## src/rtl/instr_fetch_unit.sv

```systemverilog
// Instruction-fetch front end: PC and instruction register, PC update mux,
// and a req/ack fetch FSM with a timeout that abandons a stuck fetch.
module instr_fetch_unit #(
    parameter int unsigned        ADDR_W      = 32,
    parameter int unsigned        DATA_W      = 32,
    parameter logic [ADDR_W-1:0]  RESET_PC    = '0,
    parameter int unsigned        TIMEOUT_CYC = 16
) (
    input  logic              clk,
    input  logic              rst,
    input  logic              ir_write,
    input  logic              pc_write,
    input  logic              pc_write_cond,
    input  logic              branch_type,
    input  logic [1:0]        pc_source,
    input  logic [ADDR_W-1:0] alu_result,
    input  logic [ADDR_W-1:0] alu_out,
    input  logic              alu_zero,
    output logic              imem_req,
    output logic [ADDR_W-1:0] imem_addr,
    input  logic [DATA_W-1:0] imem_rdata,
    input  logic              imem_ack,
    output logic [ADDR_W-1:0] pc,
    output logic [DATA_W-1:0] instr,
    output logic [5:0]        opcode,
    output logic              ir_valid,
    output logic              fetch_busy,
    output logic              fetch_err
);

    localparam int unsigned      CNT_W   = (TIMEOUT_CYC > 1) ? $clog2(TIMEOUT_CYC) : 1;
    localparam logic [CNT_W-1:0] CNT_MAX = CNT_W'(TIMEOUT_CYC - 1);

    typedef enum logic {
        S_IDLE,
        S_REQ
    } state_t;

    state_t             r_state;
    state_t             w_state_next;
    logic [CNT_W-1:0]   r_count;
    logic [CNT_W-1:0]   w_count_next;
    logic [ADDR_W-1:0]  r_pc;
    logic [ADDR_W-1:0]  w_pc_next;
    logic [ADDR_W-1:0]  r_addr;
    logic [DATA_W-1:0]  r_instr;
    logic               r_ir_valid;
    logic               r_err;
    logic               w_pc_en;
    logic               w_start;
    logic               w_load;
    logic               w_timeout;

    // PC update path runs independently of the fetch FSM
    assign w_pc_en = pc_write | (pc_write_cond & (alu_zero ^ branch_type));

    always_comb begin
        w_pc_next = r_pc;
        case (pc_source)
            2'b00:   w_pc_next = alu_result;
            2'b01:   w_pc_next = alu_out;
            2'b10:   w_pc_next = {r_pc[ADDR_W-1:26], r_instr[25:0]};
            default: w_pc_next = r_pc;
        endcase
    end

    always_ff @(posedge clk or negedge rst) begin
        if (!rst) begin
            r_state <= S_IDLE;
        end else begin
            r_state <= w_state_next;
        end
    end

    // Ack takes priority over timeout when both land on the final REQ cycle
    always_comb begin
        w_state_next = r_state;
        w_count_next = r_count;
        w_start      = 1'b0;
        w_load       = 1'b0;
        w_timeout    = 1'b0;
        case (r_state)
            S_IDLE: begin
                if (ir_write) begin
                    w_start      = 1'b1;
                    w_count_next = '0;
                    w_state_next = S_REQ;
                end
            end
            S_REQ: begin
                if (imem_ack) begin
                    w_load       = 1'b1;
                    w_state_next = S_IDLE;
                end else if (r_count == CNT_MAX) begin
                    w_timeout    = 1'b1;
                    w_state_next = S_IDLE;
                end else begin
                    w_count_next = r_count + CNT_W'(1);
                end
            end
            default: w_state_next = S_IDLE;
        endcase
    end

    always_ff @(posedge clk or negedge rst) begin
        if (!rst) begin
            r_pc       <= RESET_PC;
            r_instr    <= '0;
            r_addr     <= '0;
            r_count    <= '0;
            r_ir_valid <= 1'b0;
            r_err      <= 1'b0;
        end else begin
            r_count    <= w_count_next;
            r_ir_valid <= w_load;
            if (w_pc_en) begin
                r_pc <= w_pc_next;
            end
            if (w_start) begin
                r_addr <= r_pc;
            end
            if (w_load) begin
                r_instr <= imem_rdata;
            end else if (w_timeout) begin
                r_instr <= '0;
            end
            if (w_timeout) begin
                r_err <= 1'b1;
            end
        end
    end

    assign imem_req   = (r_state == S_REQ);
    assign fetch_busy = (r_state == S_REQ);
    assign imem_addr  = r_addr;
    assign pc         = r_pc;
    assign instr      = r_instr;
    assign opcode     = r_instr[DATA_W-1 -: 6];
    assign ir_valid   = r_ir_valid;
    assign fetch_err  = r_err;

endmodule
```

## config.mk

```make
export PLATFORM = sky130hd
export DESIGN_NAME = instr_fetch_unit
export DESIGN_NICKNAME = d
export VERILOG_FILES = /design/src/rtl/instr_fetch_unit.sv
export SDC_FILE = /design/constraint.sdc
export NUM_CORES = 1
export LEC_CHECK = 0
export ABC_AREA = 0
export CORE_ASPECT_RATIO = 1.1
export CORE_MARGIN = 1.5
export CORE_UTILIZATION = 46
export CTS_BUF_LIST = sky130_fd_sc_hd__clkbuf_2
export DETAILED_ROUTE_END_ITERATION = 8
export GPL_ROUTABILITY_DRIVEN = 0
export PLACE_DENSITY = 0.95
export SLEW_MARGIN = 10
export SYNTH_ARGS = -nofsm -noshare
export SYNTH_HDL_FRONTEND = slang
export SYNTH_SLANG_ARGS = --single-unit
```

## constraint.sdc

```tcl
create_clock -name clk -period 4.1 [get_ports clk]
set_clock_uncertainty 0.1 [all_clocks]
set_input_delay 0.82 -clock clk [delete_from_list [all_inputs] [get_ports clk]]
set_output_delay 0.82 -clock clk [all_outputs]
set_load 0.005 [all_outputs]
```

==> impl_metrics.toml <==
[outcome]
status = "complete, but fails checks"
violations = "DRC"

[power]
p_per_area_mw_per_mm2 = 470.9
p_leak_nw = 2.989
ir_worst_vdd_mv = 0.2715
finalPower_w = 0.003245

[global_route]
grt_pass1_wl_mm = 20.48
grt_max_degree = 89
grt_pass1_vias = 4024
grt_antenna_before_repair = 0
grtUsageTotal_pct = 24.69
overflow = 0

[drt]
routed_wl_mm = 13.29
antenna_left = 0
met2_length_mm = 7.063
drt_iter0_drc = 314
wl_met1_mm = 5.169
top_layer = "met4"
drc = 11
via_count = 3757
routed-wl-met3_um = 787
dr.pass1.iters = 7
wire_per_inst_um = 19.38
avgViaCountPerCell = 5.477

[layout]
fin_util_pct = 70.02
stdcell_area_mm2 = 0.006892
synthToLayoutAreaGrowth_pct = 48.30
nets = 672
num_antenna_cells = 0
fillers = 676
drive_gt1_share_pct = 16.78

[place]
io_buffer_count = 211
placed_area_mm2 = 0.006785
dp_slack_ps = 855.4
dp_hpwl_mm = 9.602

[yosys]
yosysWarnings = 0
netlist_area_mm2 = 0.004647
syn_inst = 366
ys_ff_latch = 103
syn_area_per_cell_um2 = 12.70
ys.flop_type = "dfrtp_1"
yosysUniqueCellTypes = 34
ys_async_sr_fraction_pct = 100.0
ys_seq_area_share_pct = 55.47
synth_edf_count = 0
synth_nets = 477

[clocking]
worstSkewPairLatency_ps = 550
postCtsSetupBuffers = 0
cts_root_buffer = "clkbuf_2"
cts-buffers-inserted = 9
clk_pin_slew_ps = 260
h-tree-depth = 3
cts_tree = "done"
cts.sinks = 103
ctsResizeCount = 0
holdBufCountCts = 0
cts_buffer_depth = 2

[sta]
setup_ws_ps = 1440
period_needed_ps = 2660
slew_viol_final = 0
finalHoldViolCount = 0
slew-limit-headroom_pct = 26.09
max_clock_freq_mhz = 376.0
rsz0062_at_grt = "no"
finalCritPeriodShare_pct = 64.87
setup_violations = 0
setup_tns_ps = 0
worst_pin_slew_ps = 1109

[flow_run]
drv_cap = 0

[die]
core_area_mm2 = 0.009842
die_area_mm2 = 0.01071
num_rows = 38
die_height_um = 108.4
start_util_pct = 47.22
fp.dieW_um = 98.83
ios = 212

[worst_setup_path]
critical_path_arrival_ps = 3020
crit_path_max_fanout = 16
cp_data_required_time_ps = 4460
crit_type = "input port to register"
crit_path_start_kind = "input port"
worstSetupEndpointType = "register"

[worst_hold_path]
hold_class = "input port to asynchronous set/reset pin"
## layout make-up
class	count	area [um^2]	share of cell area, %
clock buffer	11	55.05	0.7988
clock inverter	5	48.80	0.7081
inverter	13	48.80	0.7081
multi-input combinational	216	1837	26.65
sequential	103	2577	37.40
tap	120	150.1	2.179
timing repair buffer	218	2175	31.55
## cells in the mapped netlist (all sizes together), types with 2 or more instances
cell / n / share of area [%]
a21oi: 28 / 3.0
a22o: 32 / 6.0
a22oi: 26 / 4.2
buf: 22 / 3.3
clkbuf: 12 / 0.97
dfrtp: 103 / 55
ha: 5 / 1.3
inv: 13 / 1.1
mux2: 65 / 17
nand2: 2 / 0.16
nand3: 7 / 0.75
nor2: 26 / 2.1
nor2b: 2 / 0.27
nor3: 2 / 0.22
o21ai: 7 / 0.75
o22ai: 3 / 0.70
## flip-flops by register name (all words and copies together), names as in the netlist
name	count
imem_addr	32
pc	32
fetch_busy	1
fetch_err	1
instr	32
r_count	4
ir_valid	1
## placed cells by master, fill, tap and decap left out, types with 6 or more instances in the layout
cell,instances
mux2_2,43
a22o_1,32
nor2_1,26
inv_1,13
buf_4,7
o21ai_0,6
clkbuf_2,11
a22oi_1,26
a21oi_1,28
clkdlybuf4s50_1,210
mux2_4,20
dfrtp_1,103
nand3_1,7
## power breakdown
part | internal, W | leakage, nW | switching (W)
combinational | 0.000869 | 1.66 | 0.000402
clock | 0.000141 | 0.0731 | 0.000318
sequential | 0.00130 | 1.26 | 0.000217
## cell families after synthesis
kind of cell / share of synthesized area, %
XOR/XNOR: 0.3501
buffers and inverters: 5.358
adder cells (fa/ha/maj): 1.346
AND/OR/NAND/NOR: 4.416
AO/OA/AOI/OAI: 15.48
flip-flops: 55.47
multiplexers: 17.58
## final timing paths
check | from | endpoint | slack, ps | depth (start not counted)
max | pc_source[1] | pc[26] | 1440 | 6
max reg2reg | r_count[0] | instr[19] | 1850 | 5
min | rst | imem_addr[26] | 310 | 1
min reg2reg | r_count[0] | r_count[0] | 440 | 1
max in group asynchronous | rst | instr[5] | 2690 | 2
min in group clk | r_count[0] | r_count[0] | 440 | 1
## stage by stage
step | hold slack (ps) | instances
3_5_place_dp | 394.2 | 670
3_3_place_gp | 369.0 | 670
6_report | 308.0 | 686
4_1_cts | 322.0 | 686
5_1_grt | 379.1 | 686
2_1_floorplan | 359.6 | 366
## critical path: stages
cell and delay [ps]:
clkdlybuf4s50_1 450, inv_1 100, ha_1 580, o22ai_1 250
a211oi_4 420, mux2_2 390
## routing by layer
| layer | track usage, % | vias to the layer above |
|---|---|---|
| met1 | 30.47 | 1872 |
| met2 | 42.86 | 154 |
| met3 | 4.072 | 23 |
| li1 | - | 1708 |
| met5 | 0 | - |
| met4 | 10.92 | 0 |
Note: power is estimated with default switching activity, not from simulation.
==> variant 1 (same flow settings) <==
The parameter `ADDR_W` goes from 32 to 48.
--- a/src/rtl/instr_fetch_unit.sv
+++ b/src/rtl/instr_fetch_unit.sv
@@ -1,7 +1,7 @@
 // Instruction-fetch front end: PC and instruction register, PC update mux,
 // and a req/ack fetch FSM with a timeout that abandons a stuck fetch.
 module instr_fetch_unit #(
-    parameter int unsigned        ADDR_W      = 32,
+    parameter int unsigned        ADDR_W      = 48,
     parameter int unsigned        DATA_W      = 32,
     parameter logic [ADDR_W-1:0]  RESET_PC    = '0,
     parameter int unsigned        TIMEOUT_CYC = 16
Interface: changed (resized alu_out, alu_result, imem_addr and pc); port bits go from 212 to 276. No check against the original RTL was run, so the function may have changed too.
==> variant 1 against the original RTL <==
  * Sequential cell count increased by 32
  * Cell area rose by 31%
  * First-iteration DRC count fell by 25%
  * Routed wire length up 28%
  * Critical path depth shrank 5
  * Highest routed layer unchanged
  * Combinational power increased by 29%
  * Maximum frequency fell by 0.85%
  * Power increased by 37%
  * Synthesized area increased by 29%
  * Setup slack got worse by 0.023 ns
==> variant 1: results <==
export IMPL_total_leakage_power_uw=0.00390
export IMPL_grt_pass1_wl_um=26700
export IMPL_cts_resized=0
export IMPL_nets=891
export IMPL_cpLargestDelayFamily="buffers and inverters"
export IMPL_slowest_stage="clkdlybuf4s50_1"
export IMPL_powerDensity_mw_per_mm2=494
export IMPL_clkTransAtPathRegs_ns=0.19
export IMPL_dp_final_hpwl_um=12300
export IMPL_powerClk_uw=820
export IMPL_grt_max_degree=110
export IMPL_antenna_found_initial=0
export IMPL_drt_iter0_drc=235
export IMPL_root_buffer="clkbuf_2"
export IMPL_cts_setup_buffers=0
export IMPL_diodes=0
export IMPL_dp_cells=886
export IMPL_grt_usage_pct=25.0
export IMPL_cp_arrival_ns=1.76
export IMPL_avgViaCountPerCell=5.46
export IMPL_yosysSeqAreaShare_pct=56.5
export IMPL_ys_top_cells_by_count="dfrtp_1, mux2_2, a22o_1"
export IMPL_synthDistinctLibCells=32
export IMPL_vdd_drop_max_mv=0.298
export IMPL_maxSlewHeadroom_pct=36.0
export IMPL_synth_async_reset_ratio_pct=100
export IMPL_yosys_warnings=0
export IMPL_synth_fp_nets=629
export IMPL_wl_um=17000
export IMPL_routedWlPerCell_um=18.5
export IMPL_reg2reg_depth=3
export IMPL_run_status="finished, final reports clean"
export IMPL_io_buffers=275
export IMPL_numCtsBuffers=17
export IMPL_placed_area_mm2=0.00879
export IMPL_clock_latency_ns=0.67
export IMPL_critPathMaxFanout=8
export IMPL_synth_area_per_cell_um2=12.3
export IMPL_htreeDepth=4
export IMPL_powerComb_uw=1640
export IMPL_synth_area_leaders="dfrtp_1, mux2_2, a22o_1"
export IMPL_swShare_pct=29.1
export IMPL_clockBufferDepth=2
export IMPL_layout_drive_gt1_share_pct=18.7
export IMPL_first_pass_iters=5
export IMPL_grt_pass1_vias=5256
==> variant 1: changes by cell type in the layout (fill, tap and decap cells not counted), moves of 16 or more <==
cell,before,now
clkdlybuf4s50_1,210,274
o21ai_0,6,22
dfrtp_1,103,135
nand3_1,7,23
mux2_4,20,0
inv_1,13,29
mux2_2,43,94
==> variant 1: final timing paths <==
check,slack [ns],startpoint,to
worst max-delay path,1.42,fetch_busy$_DFF_PN0_,imem_req
worst min-delay path,0.12,rst,imem_addr[27]$_DFFE_PN0P_
worst max register to register,2.25,fetch_busy$_DFF_PN0_,imem_addr[20]$_DFFE_PN0P_
worst min register to register,0.41,fetch_err$_DFFE_PN0P_,fetch_err$_DFFE_PN0P_
max in group asynchronous,2.77,rst,pc[13]$_DFFE_PN0P_
min in group clk,0.41,fetch_err$_DFFE_PN0P_,fetch_err$_DFFE_PN0P_
==> variant 1: final cells by class <==
type	count	area (µm²)
clock buffer	17	85.1
sequential	135	3380
multi-input combinational	280	2280
tap	157	196
timing repair buffer	285	2830
inverter	29	109
clock inverter	14	160
fill	823	3610
==> variant 1: per-stage QoR <==
step,setup WS (ns),utilization [%]
global route,1.29,71.5
detailed placement,1.12,69.5
finish,1.42,71.5
floorplan,1.81,-
CTS,1.34,71.5
global placement,1.16,69.5
==> variant 1: kinds of logic (layout without fill, tap and decap cells) <==
group           count (synthesis)  in the layout  synth area share, %
flops                         135            135                 56.5
compound gates                115            115                 13.4
mux                            98             98                 18.4
buf+inv                        71            345                 5.73
simple gates                   61             61                 4.69
fa+ha+maj                       5              5                 1.05
xor+xnor                        1              1                0.272
==> variant 1: routing by layer <==
metal  vias to the layer above  routed length, µm  track usage, %
met5                         -                  0               0
met3                        29               1360            7.65
met1                      2462               6560            29.3
met2                       266               8730            43.9
li1                       2253                  -               -
met4                         0                333            8.47
==> variant 2 (config.mk and constraints unchanged) <==
Without the edit above. Make the reset (`rst`) synchronous in 2 clocked blocks.
--- a/src/rtl/instr_fetch_unit.sv
+++ b/src/rtl/instr_fetch_unit.sv
@@ -64,7 +64,7 @@
         endcase
     end
 
-    always_ff @(posedge clk or negedge rst) begin
+    always_ff @(posedge clk) begin
         if (!rst) begin
             r_state <= S_IDLE;
         end else begin
@@ -102,7 +102,7 @@
         endcase
     end
 
-    always_ff @(posedge clk or negedge rst) begin
+    always_ff @(posedge clk) begin
         if (!rst) begin
             r_pc       <= RESET_PC;
             r_instr    <= '0;
Function: differs if rst is asserted again (counterexample within 4 cycles, from zero or initial values and one cycle with rst low); with rst held inactive, the same outputs for 4 cycles.
==> variant 2 against the original RTL <==
  * Setup slack worse by 0.031 ns
  * Synthesized area decreased by 6.0%
  * Critical path type is now reg2out
  * Sequential cell count unchanged
  * Critical path depth down 5
  * First-iteration DRC count is 30% lower
  * Global-route usage up 3.2 points
  * Cell area is 5.2% lower
  * Routed wire length grew 5.4%
Power is not compared: it rests on default switching activity, and its combinational part moved more than twofold at a synthesized area within 25%.
==> variant 2: results <==
export IMPL_ys_top_cells_by_count="dfxtp_1, nand2_1, a21oi_1"
export IMPL_nets=771
export IMPL_synth_flop_cell="dfxtp_1"
export IMPL_grt_usage_pct=27.9
export IMPL_yosysSeqAreaShare_pct=47.2
export IMPL_clkTransAtPathRegs_ns=0.24
export IMPL_layout_drive_gt1_share_pct=4.07
export IMPL_drcViolationCount=0
export IMPL_reg2reg_depth=4
export IMPL_post_place_ws_ns=0.928
export IMPL_grt_pass1_wl_um=21700
export IMPL_cpLargestDelayFamily="flip-flops"
export IMPL_run_status="finished, final reports clean"
export IMPL_synth_fp_nets=593
export IMPL_synth_compound_area_share_pct=24.9
export IMPL_clock_latency_ns=0.58
export IMPL_synth_area_leaders="dfxtp_1, nand2_1, mux2i_1"
export IMPL_whs_ns=0.371
export IMPL_holdCritPathClass="reg2reg"
export IMPL_critPathMaxFanout=10
export IMPL_yosys_area_share_xor_xnor_pct=0.200
export IMPL_whs_path_depth=2
export IMPL_rr_startpoint="r_count[0]$_SDFFE_PN0P_"
export IMPL_maxSlewHeadroom_pct=32.3
export IMPL_grt_max_degree=68
export IMPL_synth_adder_area_share_pct=1.43
export IMPL_synthMuxAreaShare_pct=7.33
export IMPL_cp_arrival_ns=1.77
export IMPL_grt_pass1_vias=4459
export IMPL_fillers=667
export IMPL_wl_um=14000
export IMPL_drt_iter0_drc=221
export IMPL_max_stage_delay_ns=0.62
export IMPL_first_pass_iters=5
export IMPL_worstSetupStartpoint="fetch_busy$_SDFF_PN0_"
export IMPL_avgViaCountPerCell=5.66
export IMPL_slowest_stage="dfxtp_1"
export IMPL_placed_area_mm2=0.00641
export IMPL_root_buffer="clkbuf_2"
[variant 2: changes by cell type after synthesis, moves of 20 or more]
cell     delta
a21o_1     +26
dfrtp_1   -103
dfxtp_1   +103
mux2_2     -43
mux2_4     -20
mux2i_1    +31
nand2_1    +95
nor2_1     -25
o21ai_0    +26
[variant 2: worst max path at each step]
| stage | end | slack [ns] | cells past startpoint |
|---|---|---|---|
| floorplan | pc[10]$_SDFFE_PN0P_ | 1.98 | 7 |
| global placement | pc[19]$_SDFFE_PN0P_ | 1.09 | 6 |
| detailed placement | pc[11]$_SDFFE_PN0P_ | 0.93 | 6 |
| CTS | imem_req | 1.36 | 1 |
| global route | imem_req | 1.30 | 1 |
| finish | imem_req | 1.41 | 1 |
[variant 2: power by group through the flow]
stage               registers (µW)  clock network [µW]  logic (µW)
finish                        1100                 520         429
global route                  1110                 566         460
CTS                           1100                 531         427
detailed placement            1120                   0         425
global placement              1110                   0         408
floorplan                     1110                   0         182
[variant 2: stage by stage]
stage	util (%)	cells
floorplan	-	482
global placement	68.8	766
detailed placement	68.8	766
CTS	70.2	781
global route	70.2	781
finish	70.2	781
[variant 2: layout make-up]
class,instances,area share [%]
Clock inverter,5,1.13
Multi-Input combinational cell,325,31.1
Clock buffer,10,0.766
Tap cell,117,2.24
Timing Repair Buffer,217,33.0
Sequential cell,103,31.6
Inverter,4,0.230
[variant 2: per-layer routing]
metal	track usage, %	share of wire (%)	wire [µm]	vias up
li1	-	-	-	2047
met1	30.9	38	5260	2127
met2	48.7	52	7320	210
met3	5.56	7.0	977	38
met4	15.1	3.3	459	0
met5	0	0	0	-
